### config.mk
export PLATFORM = sky130hd
export DESIGN_NAME = divn_chunked
export DESIGN_NICKNAME = d
export VERILOG_FILES = /design/src/rtl/divn_chunked.sv
export SDC_FILE = /design/constraint.sdc
export NUM_CORES = 1
export LEC_CHECK = 0
export CORE_ASPECT_RATIO = 0.9
export CORE_UTILIZATION = 40
export DETAILED_ROUTE_END_ITERATION = 7
export PLACE_DENSITY = 0.56
export SYNTH_ARGS = -nofsm -noshare
export SYNTH_HDL_FRONTEND = slang
export SYNTH_SLANG_ARGS = --single-unit
### constraint.sdc
create_clock -name clk -period 6.05 [get_ports clk]
set_clock_uncertainty 0.2 [all_clocks]
set_input_delay 1.21 -clock clk [delete_from_list [all_inputs] [get_ports clk]]
set_output_delay 1.21 -clock clk [all_outputs]
set_load 0.005 [all_outputs]
### src/rtl/divn_chunked.sv
// divn_chunked: sequential restoring divider with chunked valid/ready transfer.
// Operands arrive low word first (dividend, then divisor). The quotient and
// remainder leave low word first (quotient words, then remainder words).
// Signed mode divides magnitudes and fixes the signs afterwards, so results
// truncate toward zero and the remainder follows the sign of the dividend.
module divn_chunked #(
  parameter int WIDTH = 64,
  parameter int CHUNK = 32
) (
  input  logic             clk,
  input  logic             reset,
  input  logic             signed_mode,
  input  logic             in_valid,
  output logic             in_ready,
  input  logic [CHUNK-1:0] in_data,
  output logic             out_valid,
  input  logic             out_ready,
  output logic [CHUNK-1:0] out_data,
  output logic             busy,
  output logic             div_by_zero
);

  localparam int NW = WIDTH / CHUNK;
  localparam int CW = $clog2(NW + 1);
  localparam int BW = $clog2(WIDTH);

  typedef enum logic [2:0] {LOAD_A, LOAD_B, PREP, CALC, FIX, OUT} state_t;

  state_t           state, state_next;
  logic [CW-1:0]    cnt;        // word index within the current transfer phase
  logic [BW-1:0]    calc_cnt;   // quotient bit index during CALC
  logic             out_rem;    // 0: sending quotient words, 1: remainder words
  logic [WIDTH-1:0] a_reg, b_reg;
  logic [WIDTH-1:0] n_reg, d_reg, r_reg, q_reg;
  logic             smode, sign_q, sign_r, zero_div;

  logic             in_fire, out_fire, last_word, last_bit;
  logic             sa, sb;
  logic [WIDTH:0]   r_sh;
  logic [WIDTH-1:0] r_sub;
  logic             r_ge;

  assign in_fire   = in_valid && in_ready;
  assign out_fire  = out_valid && out_ready;
  assign last_word = (cnt == CW'(NW - 1));
  assign last_bit  = (calc_cnt == BW'(WIDTH - 1));

  assign sa = smode && a_reg[WIDTH-1];
  assign sb = smode && b_reg[WIDTH-1];

  // The shifted partial remainder keeps its carry bit so divisors above
  // 2^(WIDTH-1) still compare correctly; the difference always fits WIDTH bits.
  assign r_sh  = {r_reg, n_reg[WIDTH-1]};
  assign r_ge  = (r_sh >= {1'b0, d_reg});
  assign r_sub = r_sh[WIDTH-1:0] - d_reg;

  // Next-state decode and handshake/status outputs.
  always_comb begin
    // NOTE: every output of this block gets a default first so no path leaves
    // a variable unassigned, which would infer a latch.
    state_next  = state;
    in_ready    = 1'b0;
    out_valid   = 1'b0;
    out_data    = '0;
    div_by_zero = 1'b0;
    busy        = (state != LOAD_A) || (cnt != '0);
    unique case (state)
      LOAD_A: begin
        in_ready = 1'b1;
        if (in_valid && last_word) state_next = LOAD_B;
      end
      LOAD_B: begin
        in_ready = 1'b1;
        if (in_valid && last_word) state_next = PREP;
      end
      PREP: state_next = (b_reg == '0) ? OUT : CALC;
      CALC: if (last_bit) state_next = FIX;
      FIX:  state_next = OUT;
      OUT: begin
        out_valid   = 1'b1;
        div_by_zero = zero_div;
        out_data    = out_rem ? r_reg[CHUNK*int'(cnt) +: CHUNK]
                              : q_reg[CHUNK*int'(cnt) +: CHUNK];
        if (out_ready && out_rem && last_word) state_next = LOAD_A;
      end
      default: state_next = LOAD_A;
    endcase
    // Outputs are held inactive while reset is asserted.
    if (!reset) begin
      in_ready    = 1'b0;
      out_valid   = 1'b0;
      out_data    = '0;
      div_by_zero = 1'b0;
      busy        = 1'b0;
    end
  end

  // State register, operand capture, division datapath and output sequencing.
  always_ff @(posedge clk) begin
    // NOTE: the datapath registers are cleared together with the control
    // state so an aborted operation leaves no stale operand or result behind.
    if (!reset) begin
      state    <= LOAD_A;
      cnt      <= '0;
      calc_cnt <= '0;
      out_rem  <= 1'b0;
      a_reg    <= '0;
      b_reg    <= '0;
      n_reg    <= '0;
      d_reg    <= '0;
      r_reg    <= '0;
      q_reg    <= '0;
      smode    <= 1'b0;
      sign_q   <= 1'b0;
      sign_r   <= 1'b0;
      zero_div <= 1'b0;
    end else begin
      // NOTE: non-blocking assignments so every register here updates from
      // the values present before this edge, independent of statement order.
      state <= state_next;
      unique case (state)
        LOAD_A: if (in_fire) begin
          a_reg[CHUNK*int'(cnt) +: CHUNK] <= in_data;
          if (cnt == '0) smode <= signed_mode;
          cnt <= last_word ? '0 : cnt + CW'(1);
        end
        LOAD_B: if (in_fire) begin
          b_reg[CHUNK*int'(cnt) +: CHUNK] <= in_data;
          cnt <= last_word ? '0 : cnt + CW'(1);
        end
        PREP: begin
          zero_div <= (b_reg == '0);
          calc_cnt <= '0;
          out_rem  <= 1'b0;
          if (b_reg == '0) begin
            q_reg <= '1;
            r_reg <= a_reg;
          end else begin
            n_reg  <= sa ? -a_reg : a_reg;
            d_reg  <= sb ? -b_reg : b_reg;
            r_reg  <= '0;
            q_reg  <= '0;
            sign_q <= sa ^ sb;
            sign_r <= sa;
          end
        end
        CALC: begin
          n_reg    <= {n_reg[WIDTH-2:0], 1'b0};
          r_reg    <= r_ge ? r_sub : r_sh[WIDTH-1:0];
          q_reg    <= {q_reg[WIDTH-2:0], r_ge};
          calc_cnt <= calc_cnt + BW'(1);
        end
        FIX: begin
          if (sign_q) q_reg <= -q_reg;
          if (sign_r) r_reg <= -r_reg;
        end
        OUT: if (out_fire) begin
          if (last_word) begin
            cnt     <= '0;
            out_rem <= ~out_rem;
          end else begin
            cnt <= cnt + CW'(1);
          end
        end
        default: ;
      endcase
    end
  end

endmodule

==> results.yml <==
yosys:
  synth_seq_cells: 400
  synth_cell_types: 87
  ys_seq_area_share_pct: 29.7
  async_reset_ff_share_pct: 0
  synthesis.area_mm2: 0.0270
  synth-edff-count: 0
  syn_nets: 3747
  ys.flop_type: "dfxtp_1"
  yosysWarnings: 0
  avgSynthCellArea_um2: 7.42
  postSynthCellCount: 3637
sta:
  max_slew.worst_pin.slew_ps: 1330
  holdWs_ps: 254
  finalSetupTns_ps: 0
  setup_violations: 0
  slew_viol_final: 0
  rsz0062_at_grt: "no"
  finalHoldViolCount: 0
  slew_headroom_pct: 11.6
  max_freq_ghz: 0.196
  fin_crit_ps: 5100
  finalCritPeriodShare_pct: 84.2
worst_hold_path:
  hp-start: "n_reg[7]$_SDFFE_PN0P_"
  whs_path_depth: 2
  hold_path.class: "flop to flop"
global_routing:
  grt_usage_pct: 31.6
  antenna_found_initial: 6
  grt_pass1_wl_mm: 165
  grt_max_degree: 85
  grt_overflow: 0
  grt_pass1_vias: 24671
power_and_ir_drop:
  pwr-share-seq_pct: 39.0
  irDropWorstVdd_v: 0.000183
  pwr-share-comb_pct: 15.0
  switchingPower_mw: 2.02
  p_sw_share_pct: 29.1
  p_per_area_mw_per_mm2: 231
  p_int_mw: 4.92
  cellLeakagePower_nw: 11.9
  pwr-share-clk_pct: 46.1
route:
  drt-total-wl_mm: 111
  first_pass_iters: 8
  drtIter0Drc: 3324
  vias_per_cell: 6.29
  drc: 0
  postRouteAntennaNets: 0
  drt-wirelength-per-cell_um: 25.1
  vias: 27912
clocking:
  clk_latency_ps: 620
  hold_buffers: 0
  cts_setup_buffers: 0
  cts_resized: 0
  path_clk_slew_ps: 60
  htree_levels: 2
  clockRootBuffer: "clkbuf_16"
  cts.path.max_buffers: 3
  clkSinkCount: 400
  cts_tree: "built"
  cts_buffers: 48
final_layout:
  drive_above_1_share_pct: 6.61
  final_common_cell: "dfxtp_1"
  area.growth.synth_to_final_pct: 11.2
  final_cell_mix: "dfxtp_1, a21oi_1, nor2_1"
  nets: 3646
critical_path:
  setup.worst_path.class: "input port to primary output"
  endpoint: "div_by_zero"
  required_ps: 4640
  cp-startpoint: "reset"
  endpoint_kind: "primary output"
  r2r_slack_ps: 1100
  r2r_end: "r_reg[49]$_SDFFE_PN0P_"
  reg2reg_from: "r_reg[53]$_SDFFE_PN0P_"
  cp_max_fo: 37
  startpoint_type: "input port"
  arrival_ps: 3690
  reg2regPathDepth: 11
place:
  dpl.hpwl_mm: 80.7
  port_buffers: 72
  gp_congestion: 0.993
floorplan:
  dieHeight_um: 248
  num_rows: 89
  die-area_mm2: 0.0685
  ios: 73
  initial_core_util_pct: 40.8
  core_area_mm2: 0.0661
  die_x_um: 276
status:
  status: "completed"
flow_run:
  maxCapViolCount: 0
-- final cells by class --
type | count | area [um2]
Antenna cell | 1 | 2.50
Clock buffer | 76 | 1480
Clock inverter | 11 | 245
Fill cell | 6895 | 36100
Inverter | 119 | 454
Multi-Input combinational cell | 2836 | 17500
Sequential cell | 400 | 8010
Tap cell | 864 | 1080
Timing Repair Buffer | 131 | 1210
-- metal layers --
| layer | routed length [um] | share of wire, % | track usage (%) |
|---|---|---|---|
| met2 | 46700 | 42 | 45.3 |
| met4 | 3690 | 3.3 | 9.92 |
| met1 | 51000 | 46 | 47.9 |
| met5 | 67 | 0.060 | 0 |
| met3 | 9940 | 8.9 | 4.36 |
-- cells in the mapped netlist (69+ instances only) --
cell type / number / share of area, %
a211oi_1: 99 / 2.8
a21oi_1: 392 / 7.3
a221oi_1: 69 / 2.2
clkbuf_1: 254 / 3.5
dfxtp_1: 400 / 30
ha_1: 72 / 3.3
inv_1: 119 / 1.7
nand2_1: 364 / 5.1
nand3_1: 162 / 3.0
nor2_1: 362 / 5.0
nor3_1: 96 / 1.8
o21ai_0: 265 / 4.9
xnor2_1: 133 / 4.3
xor2_1: 89 / 2.9
-- worst max-delay path, cell delays in order --
cell and delay (ps):
buf_4 120, inv_8 100, nor2_1 290, and3_1 1100
and2_1 320, clkdlybuf4s50_1 530
-- power groups by stage --
stage | Clock [mW] | Sequential (mW) | Combinational, mW
after global placement | 0 | 2.76 | 1.02
after global routing | 3.33 | 2.70 | 1.11
after detailed placement | 0 | 2.76 | 1.01
after floorplan | 0 | 2.73 | 0.662
after CTS | 3.23 | 2.70 | 1.02
final | 3.20 | 2.70 | 1.04
-- logic make-up (layout without fill, tap and decap cells) --
| kind of cell | Yosys count | count (layout) | synth area share (%) |
|---|---|---|---|
| simple gates | 1299 | 1299 | 22.9 |
| compound gates | 1174 | 1174 | 27.1 |
| buf+inv | 401 | 337 | 5.64 |
| flops | 400 | 400 | 29.7 |
| xor+xnor | 222 | 222 | 7.20 |
| fa+ha+maj | 73 | 73 | 3.41 |
| mux | 68 | 68 | 4.09 |
| other cells | 0 | 1 | 0 |
-- how the worst min path moves through the flow --
stage / to / slack, ps
after floorplan: n_reg[54]$_SDFFE_PN0P_ / 230
after global placement: n_reg[54]$_SDFFE_PN0P_ / 240
after detailed placement: d_reg[63]$_SDFFE_PN0P_ / 240
after CTS: d_reg[63]$_SDFFE_PN0P_ / 250
after global routing: n_reg[36]$_SDFFE_PN0P_ / 270
final: n_reg[7]$_SDFFE_PN0P_ / 250
-- metrics by stage --
stage	util, %	setup slack, ps	instance area (um2)	std cells	total power, mW
after floorplan	-	2130	27000	3637	3.39
after global placement	42.8	1060	28300	4350	3.78
after detailed placement	42.8	1070	28300	4350	3.77
after CTS	45.4	1060	30000	4437	6.95
after global routing	45.4	870	30000	4438	7.13
final	45.4	955	30000	4438	6.94
Power figures use the tool's default switching activity.
